===== src/rtl/note_sequencer.sv =====
// AUTO-mode song sequencer: walks {note, duration} entries from a synchronous ROM,
// plays each note for its tick count, inserts a silent gap, and pulses done at song end.
module note_sequencer #(
  parameter int unsigned TICK_DIV  = 100000,
  parameter int unsigned GAP_TICKS = 20,
  parameter int unsigned IDX_W     = 6
) (
  input  logic             clk_i,
  input  logic             rst_ni,
  input  logic             enable_i,
  input  logic             start_i,
  input  logic             pause_i,
  input  logic [1:0]       song_sel_i,
  output logic [IDX_W+1:0] rom_addr_o,
  input  logic [12:0]      rom_data_i,
  output logic [4:0]       note_o,
  output logic             note_valid_o,
  output logic             busy_o,
  output logic             done_o,
  output logic [IDX_W-1:0] idx_o
);

  typedef enum logic [2:0] {
    S_IDLE,
    S_FETCH,
    S_LOAD,
    S_PLAY,
    S_GAP,
    S_NEXT,
    S_DONE
  } state_e;

  localparam int unsigned      PRE_W    = (TICK_DIV > 1) ? $clog2(TICK_DIV) : 1;
  localparam logic [PRE_W-1:0] PRE_LAST = PRE_W'(TICK_DIV - 1);
  localparam logic [7:0]       GAP_CNT  = 8'(GAP_TICKS);
  localparam logic [IDX_W-1:0] IDX_LAST = '1;
  localparam logic [4:0]       CODE_END = 5'h1F;

  state_e           state_q, state_d;
  logic [1:0]       song_q, song_d;
  logic [IDX_W-1:0] idx_q, idx_d;
  logic [4:0]       note_q, note_d;
  logic [PRE_W-1:0] pre_q, pre_d;
  logic [7:0]       cnt_q, cnt_d;

  logic       tick;
  logic       run;
  logic [4:0] rom_code;
  logic [7:0] rom_dur;

  assign rom_code = rom_data_i[12:8];
  assign rom_dur  = rom_data_i[7:0];
  assign tick     = (pre_q == PRE_LAST);
  // Prescaler and tick counter only advance in PLAY/GAP and freeze while paused.
  assign run      = ((state_q == S_PLAY) || (state_q == S_GAP)) && !pause_i;

  // NOTE: every signal driven here gets its default first, so no path can infer a latch.
  always_comb begin
    state_d = state_q;
    song_d  = song_q;
    idx_d   = idx_q;
    note_d  = note_q;
    pre_d   = pre_q;
    cnt_d   = cnt_q;

    if (run) begin
      pre_d = tick ? '0 : pre_q + 1'b1;
    end

    unique case (state_q)
      S_IDLE: begin
        if (start_i) begin
          state_d = S_FETCH;
          song_d  = song_sel_i;
          idx_d   = '0;
        end
      end
      S_FETCH: state_d = S_LOAD;
      S_LOAD: begin
        if (rom_code == CODE_END) begin
          state_d = S_DONE;
        end else begin
          note_d  = rom_code;
          cnt_d   = (rom_dur == 8'd0) ? 8'd1 : rom_dur;
          pre_d   = '0;
          state_d = S_PLAY;
        end
      end
      S_PLAY: begin
        if (run && tick) begin
          if (cnt_q == 8'd1) begin
            if (GAP_CNT != 8'd0) begin
              state_d = S_GAP;
              cnt_d   = GAP_CNT;
            end else begin
              state_d = S_NEXT;
            end
          end else begin
            cnt_d = cnt_q - 8'd1;
          end
        end
      end
      S_GAP: begin
        if (run && tick) begin
          if (cnt_q == 8'd1) state_d = S_NEXT;
          else               cnt_d   = cnt_q - 8'd1;
        end
      end
      S_NEXT: begin
        // A full song table ends the song rather than wrapping to entry 0.
        if (idx_q == IDX_LAST) begin
          state_d = S_DONE;
        end else begin
          idx_d   = idx_q + 1'b1;
          state_d = S_FETCH;
        end
      end
      S_DONE: begin
        state_d = S_IDLE;
        note_d  = '0;
      end
      default: state_d = S_IDLE;
    endcase

    // Leaving AUTO mode overrides everything and returns to the reset picture.
    if (!enable_i) begin
      state_d = S_IDLE;
      song_d  = '0;
      idx_d   = '0;
      note_d  = '0;
      pre_d   = '0;
      cnt_d   = '0;
    end
  end

  // NOTE: registered state is updated with non-blocking assignments only.
  always_ff @(posedge clk_i or negedge rst_ni) begin
    if (!rst_ni) begin
      state_q <= S_IDLE;
      song_q  <= '0;
      idx_q   <= '0;
      note_q  <= '0;
      pre_q   <= '0;
      cnt_q   <= '0;
    end else begin
      state_q <= state_d;
      song_q  <= song_d;
      idx_q   <= idx_d;
      note_q  <= note_d;
      pre_q   <= pre_d;
      cnt_q   <= cnt_d;
    end
  end

  assign rom_addr_o   = {song_q, idx_q};
  assign idx_o        = idx_q;
  assign note_o       = note_q;
  assign note_valid_o = (state_q == S_PLAY) && (note_q != 5'd0) && !pause_i;
  assign busy_o       = (state_q != S_IDLE);
  assign done_o       = (state_q == S_DONE) && enable_i;

endmodule


===== config.mk =====
export PLATFORM = sky130hd
export DESIGN_NAME = note_sequencer
export DESIGN_NICKNAME = d
export VERILOG_FILES = /design/src/rtl/note_sequencer.sv
export SDC_FILE = /design/constraint.sdc
export NUM_CORES = 1
export LEC_CHECK = 0
export CORE_ASPECT_RATIO = 1.4
export CORE_UTILIZATION = 45
export CTS_CLUSTER_SIZE = 28
export DETAILED_ROUTE_END_ITERATION = 10
export PLACE_DENSITY = 0.69
export SYNTH_ARGS = -nofsm -noshare
export SYNTH_HDL_FRONTEND = slang
export SYNTH_SLANG_ARGS = --single-unit

===== constraint.sdc =====
create_clock -name clk_i -period 3.44 [get_ports clk_i]
set_input_delay 0.86 -clock clk_i [delete_from_list [all_inputs] [get_ports clk_i]]
set_output_delay 0.86 -clock clk_i [all_outputs]
set_load 0.01 [all_outputs]

# After elaboration in Yosys (flattened, before gate mapping)
# Cells that the tools add are included.
# W data, S select, Z words.
# classes
eq_ne	23
n_reduce_logical	16
n_addsub	3
muxes	32
# ops
operator	n
$mux W17	5
$mux W8	7
$mux W3	8
$pmux W8 S3	1
$mux W6	3
$pmux W3 S6	1
$add A17 B1 Y17 const B	1
$eq A17 B17 Y1 const B	1
$ne A3 B2 Y1 const B	4
$ne A3 B3 Y1 const B	4
$pmux W6 S2	1
$mux W5	2
$pmux W5 S2	1
$reduce_and A5 Y1	2
$eq A3 B3 Y1 const B	3
$eq A8 B1 Y1 const B	1
$logic_not A8 Y1	1
$sub A8 B1 Y8 const B	1
$add A6 B1 Y6 const B	1
$eq A3 B2 Y1 const B	2
$eq A6 B6 Y1 const B	1
$mux W2	3
$ne A3 B1 Y1 const B	2
$eq A5 B5 Y1 const B	1
other kinds (11)	17
# word_totals
out_inout_bits	22
regBits	41
in_bits	20

# Logic depth before layout (Yosys ltp)
# depth
word_depth	7
ltp_mapped	8
mapped_depth_nobuf	7

# Worst setup path after synthesis
# OpenSTA, ideal clock, no wires.
# synth_path
path_kind	input-to-output
startpoint	in enable_i
endpoint	out done_o
required_ns	2.580
path_slack_ns	0.869
path_stages	4
arrival_ns	1.711
cell_sequence	clkbuf_1 > inv_1 > clkbuf_1 > nor3_1
# synth_via
elab_chain_len	1
# synth_lines
element	line_no	text
start: declaration	10	input logic enable_i,
$logic_and A1 B1 Y1	160	assign done_o = (state_q == S_DONE) && enable_i;
end: declaration	19	output logic done_o,
# Every way passes these cells.

# Final worst setup path
# layout_path
startpoint	in pause_i
endpoint	out note_valid_o
# layout_via
elab_chain_len	2
# layout_lines
element	line_no	text
start: declaration	12	input logic pause_i,
$logic_not A1 Y1	158	assign note_valid_o = (state_q == S_PLAY) && (note_q != 5'd0) && !pause_i;
$logic_and A1 B1 Y1	158	
end: declaration	17	output logic note_valid_o,
# Every way passes these cells.

==> impl_metrics.py <==
metrics = {
    "logic_synthesis": {
        "syn_area_sq_um": 2550,
        "synth_area_leader_cell": "dfrtp_1",
        "synth-seq-cells": 41,
        "synth_area_per_cell_sq_um": 9.03,
        "synthCells": 283,
        "synth_top_area_share_pct": 40.2,
        "synth_nets": 307,
        "synthArstFlopShare_pct": 100,
        "synth_cell_types": 53,
        "ys.flop_type": "dfrtp_1",
        "synth_area_leaders": "dfrtp_1, xor2_1, nor2_1, nand2_1, nand3_1",
        "synth_most_common_cell": "dfrtp_1",
        "synth_common_cells": "dfrtp_1, nor2_1, nand2_1, nand3_1, xor2_1",
        "ys_seq_area_share_pct": 40.2,
        "synth-edff-count": 0,
        "yosysWarnings": 0,
    },
    "setup_path": {
        "crit_end": "note_valid_o",
        "max_stage_delay_ns": 0.57,
        "crit_path_top_delay_cell": "clkdlybuf4s50_1",
        "path_common_cell": "clkdlybuf4s50_1",
        "crit_buf_inv": 2,
        "critPathLaunch": "pause_i",
        "reg2reg_from": "state_q[0]",
        "r2r_slack_ns": 1.22,
        "r2r-end": "cnt_q[1]",
        "worstPathCellList": "clkdlybuf4s50_1 > a211oi_1 > clkdlybuf4s50_1",
        "cp_data_required_time_ns": 2.58,
        "criticalPathCategory": "input pin to output port",
        "cp_max_fo": 5,
        "worstPathArrival_ns": 2.22,
        "worstRegToRegCells": 6,
        "cp-end-kind": "output port",
        "crit_family": "buffers and inverters",
        "cp-start-kind": "input pin",
        "critical_path_depth": 3,
    },
    "clock_tree": {
        "postCtsHoldBufs": 0,
        "clk_latency_ns": 0.30,
        "clk_path_buf_depth": 2,
        "post_cts_resized": 0,
        "cts.sinks": 41,
        "cts-root-buf": "clkbuf_8",
        "cts_made_buffers": 5,
        "htree_levels": 2,
        "cts_tree": "yes",
        "cts_setup_buffers": 0,
        "clk_pin_slew_ns": 0.08,
    },
    "die": {
        "io-pin-count": 42,
        "dieArea_sq_um": 5990,
        "row_count": 32,
        "die_h_um": 91.2,
        "die_w_um": 65.7,
        "start_util_pct": 46.6,
        "core-area_sq_um": 5490,
    },
    "global_routing": {
        "grt_pass1_wl_um": 10000,
        "grt_max_degree": 42,
        "first_global_vias": 2141,
        "grt_usage_pct": 21.7,
        "grt_overflow": 0,
        "grt_antenna_before_repair": 0,
    },
    "timing": {
        "slew-limit-headroom_pct": 38.6,
        "hold_slack_ns": 0.524,
        "finalMaxSlewViolations": 0,
        "fmax_ghz": 0.325,
        "finClkSkew_ns": 0.00852,
        "fin_crit_sh_pct": 89.5,
        "setup_tns_ns": 0,
        "final_hold_viol_count": 0,
        "rsz0062_at_grt": "no",
        "fin_crit_ns": 3.08,
        "tightest_slew_ns": 0.920,
        "setup_viol": 0,
    },
    "detailed_routing": {
        "drt-vias-per-instance": 5.78,
        "avgRoutedWirePerCell_um": 15.4,
        "drt_iter0_drc": 147,
        "num_vias": 2241,
        "dr.pass1.iters": 5,
        "drc": 0,
        "ant_nets": 0,
        "wirelength_um": 5970,
    },
    "placement": {
        "portBuffers": 41,
        "routabilityCongestion": 0.834,
        "dp_cells": 380,
        "post-dp-hpwl_um": 4340,
    },
    "layout": {
        "n_fill_cell": 527,
        "syn2layout_area_growth_pct": 20.0,
        "final_layout_size_suffix_gt1_share_pct": 7.19,
        "nNetsFinal": 343,
        "n_antenna_cell": 0,
        "finalNonFillerCells": 388,
    },
    "outcome": {
        "status": "finished clean",
    },
    "pwr": {
        "seqPwrFrac_pct": 48.3,
        "clkPwrFrac_pct": 28.2,
        "ir_drop_mv": 0.230,
        "power_frac_comb_pct": 23.5,
        "powerDensity_nw_per_um2": 361,
        "total_leakage_power_nw": 1.29,
        "p_sw_w": 0.000343,
        "p_int_w": 0.000763,
        "switching_share_pct": 31.1,
    },
    "run": {
        "cap_viol_max_count": 0,
    },
    "min_path": {
        "hold_class": "flip-flop to flip-flop",
    },
}
==> registers in the layout, indices dropped and copies added, names as in the netlist <==
name and flops:
idx_o 6, state_q 3, note_o 5, song_q 2, cnt_q 8, pre_q 17
==> layer usage <==
| metal | GRT usage [%] | routed length (um) | up-vias |
|---|---|---|---|
| met4 | 9.42 | 87 | 0 |
| met2 | 36.9 | 3160 | 51 |
| met5 | 0 | 0 | - |
| met3 | 4.02 | 207 | 5 |
| li1 | - | - | 1106 |
| met1 | 25.7 | 2520 | 1079 |
==> stage by stage <==
stage,setup WS [ns],cell area [sq um],utilization (%),total power [W]
floorplan,0.869,2550,-,0.000705
global placement,0.360,2980,54.4,0.000798
detailed placement,0.362,2980,54.4,0.000802
CTS,0.337,3070,55.9,0.00112
global route,0.225,3070,55.9,0.00117
finish,0.361,3070,55.9,0.00111
==> kinds of logic after synthesis <==
kind of cell | synth area share (%)
DFF | 40.2
buffers and inverters | 5.24
and+or+nand+nor | 24.1
adders and majority gates | 1.96
AOI/OAI and AO/OA | 20.2
xor gates and xnor gates | 7.20
muxes | 1.18
==> worst min path at each step <==
stage               slack, ns         to  cells after the start  startpoint
global placement         0.51   idx_o[5]                      1    idx_o[5]
CTS                      0.53   idx_o[5]                      1    idx_o[5]
global route             0.56   idx_o[5]                      1    idx_o[5]
finish                   0.52   idx_o[5]                      1    idx_o[5]
floorplan                0.50  pre_q[16]                      2   pre_q[16]
detailed placement       0.52   idx_o[5]                      1    idx_o[5]
==> layout make-up <==
cell class	count	area, sq um	area share, %
Clock buffer	6	72.6	2.37
Tap cell	68	85.1	2.78
Inverter	9	33.8	1.10
Clock inverter	2	10.0	0.327
Sequential cell	41	1030	33.5
Timing Repair Buffer	46	443	14.4
Multi-Input combinational cell	216	1400	45.5
==> layout by cell type (no fill, tap or decap), types with 3 or more instances in the layout <==
cell / instances
nor2_2: 4
ha_1: 4
nor2_1: 32
xnor2_1: 6
and4_1: 4
buf_4: 5
xor2_1: 15
and3_1: 6
mux2i_1: 3
nand3_1: 15
nor4_1: 3
a21oi_1: 10
o211ai_1: 5
nor2b_1: 3
nor3_1: 4
a211oi_1: 7
nand2_1: 24
nand2b_1: 4
a31oi_1: 3
a22oi_1: 7
o21ai_0: 14
dfrtp_1: 41
clkdlybuf4s50_1: 40
nand4_1: 6
inv_1: 9
clkbuf_8: 5
a22o_1: 5
==> power groups by stage <==
stage | sequential [W] | combinational (W) | clock [W]
6_report | 0.000535 | 0.000260 | 0.000311
2_1_floorplan | 0.000535 | 0.000170 | 0
4_1_cts | 0.000534 | 0.000261 | 0.000322
3_3_place_gp | 0.000543 | 0.000255 | 0
3_5_place_dp | 0.000543 | 0.000259 | 0
5_1_grt | 0.000539 | 0.000287 | 0.000343
Note: power is estimated with default switching activity, not from simulation.
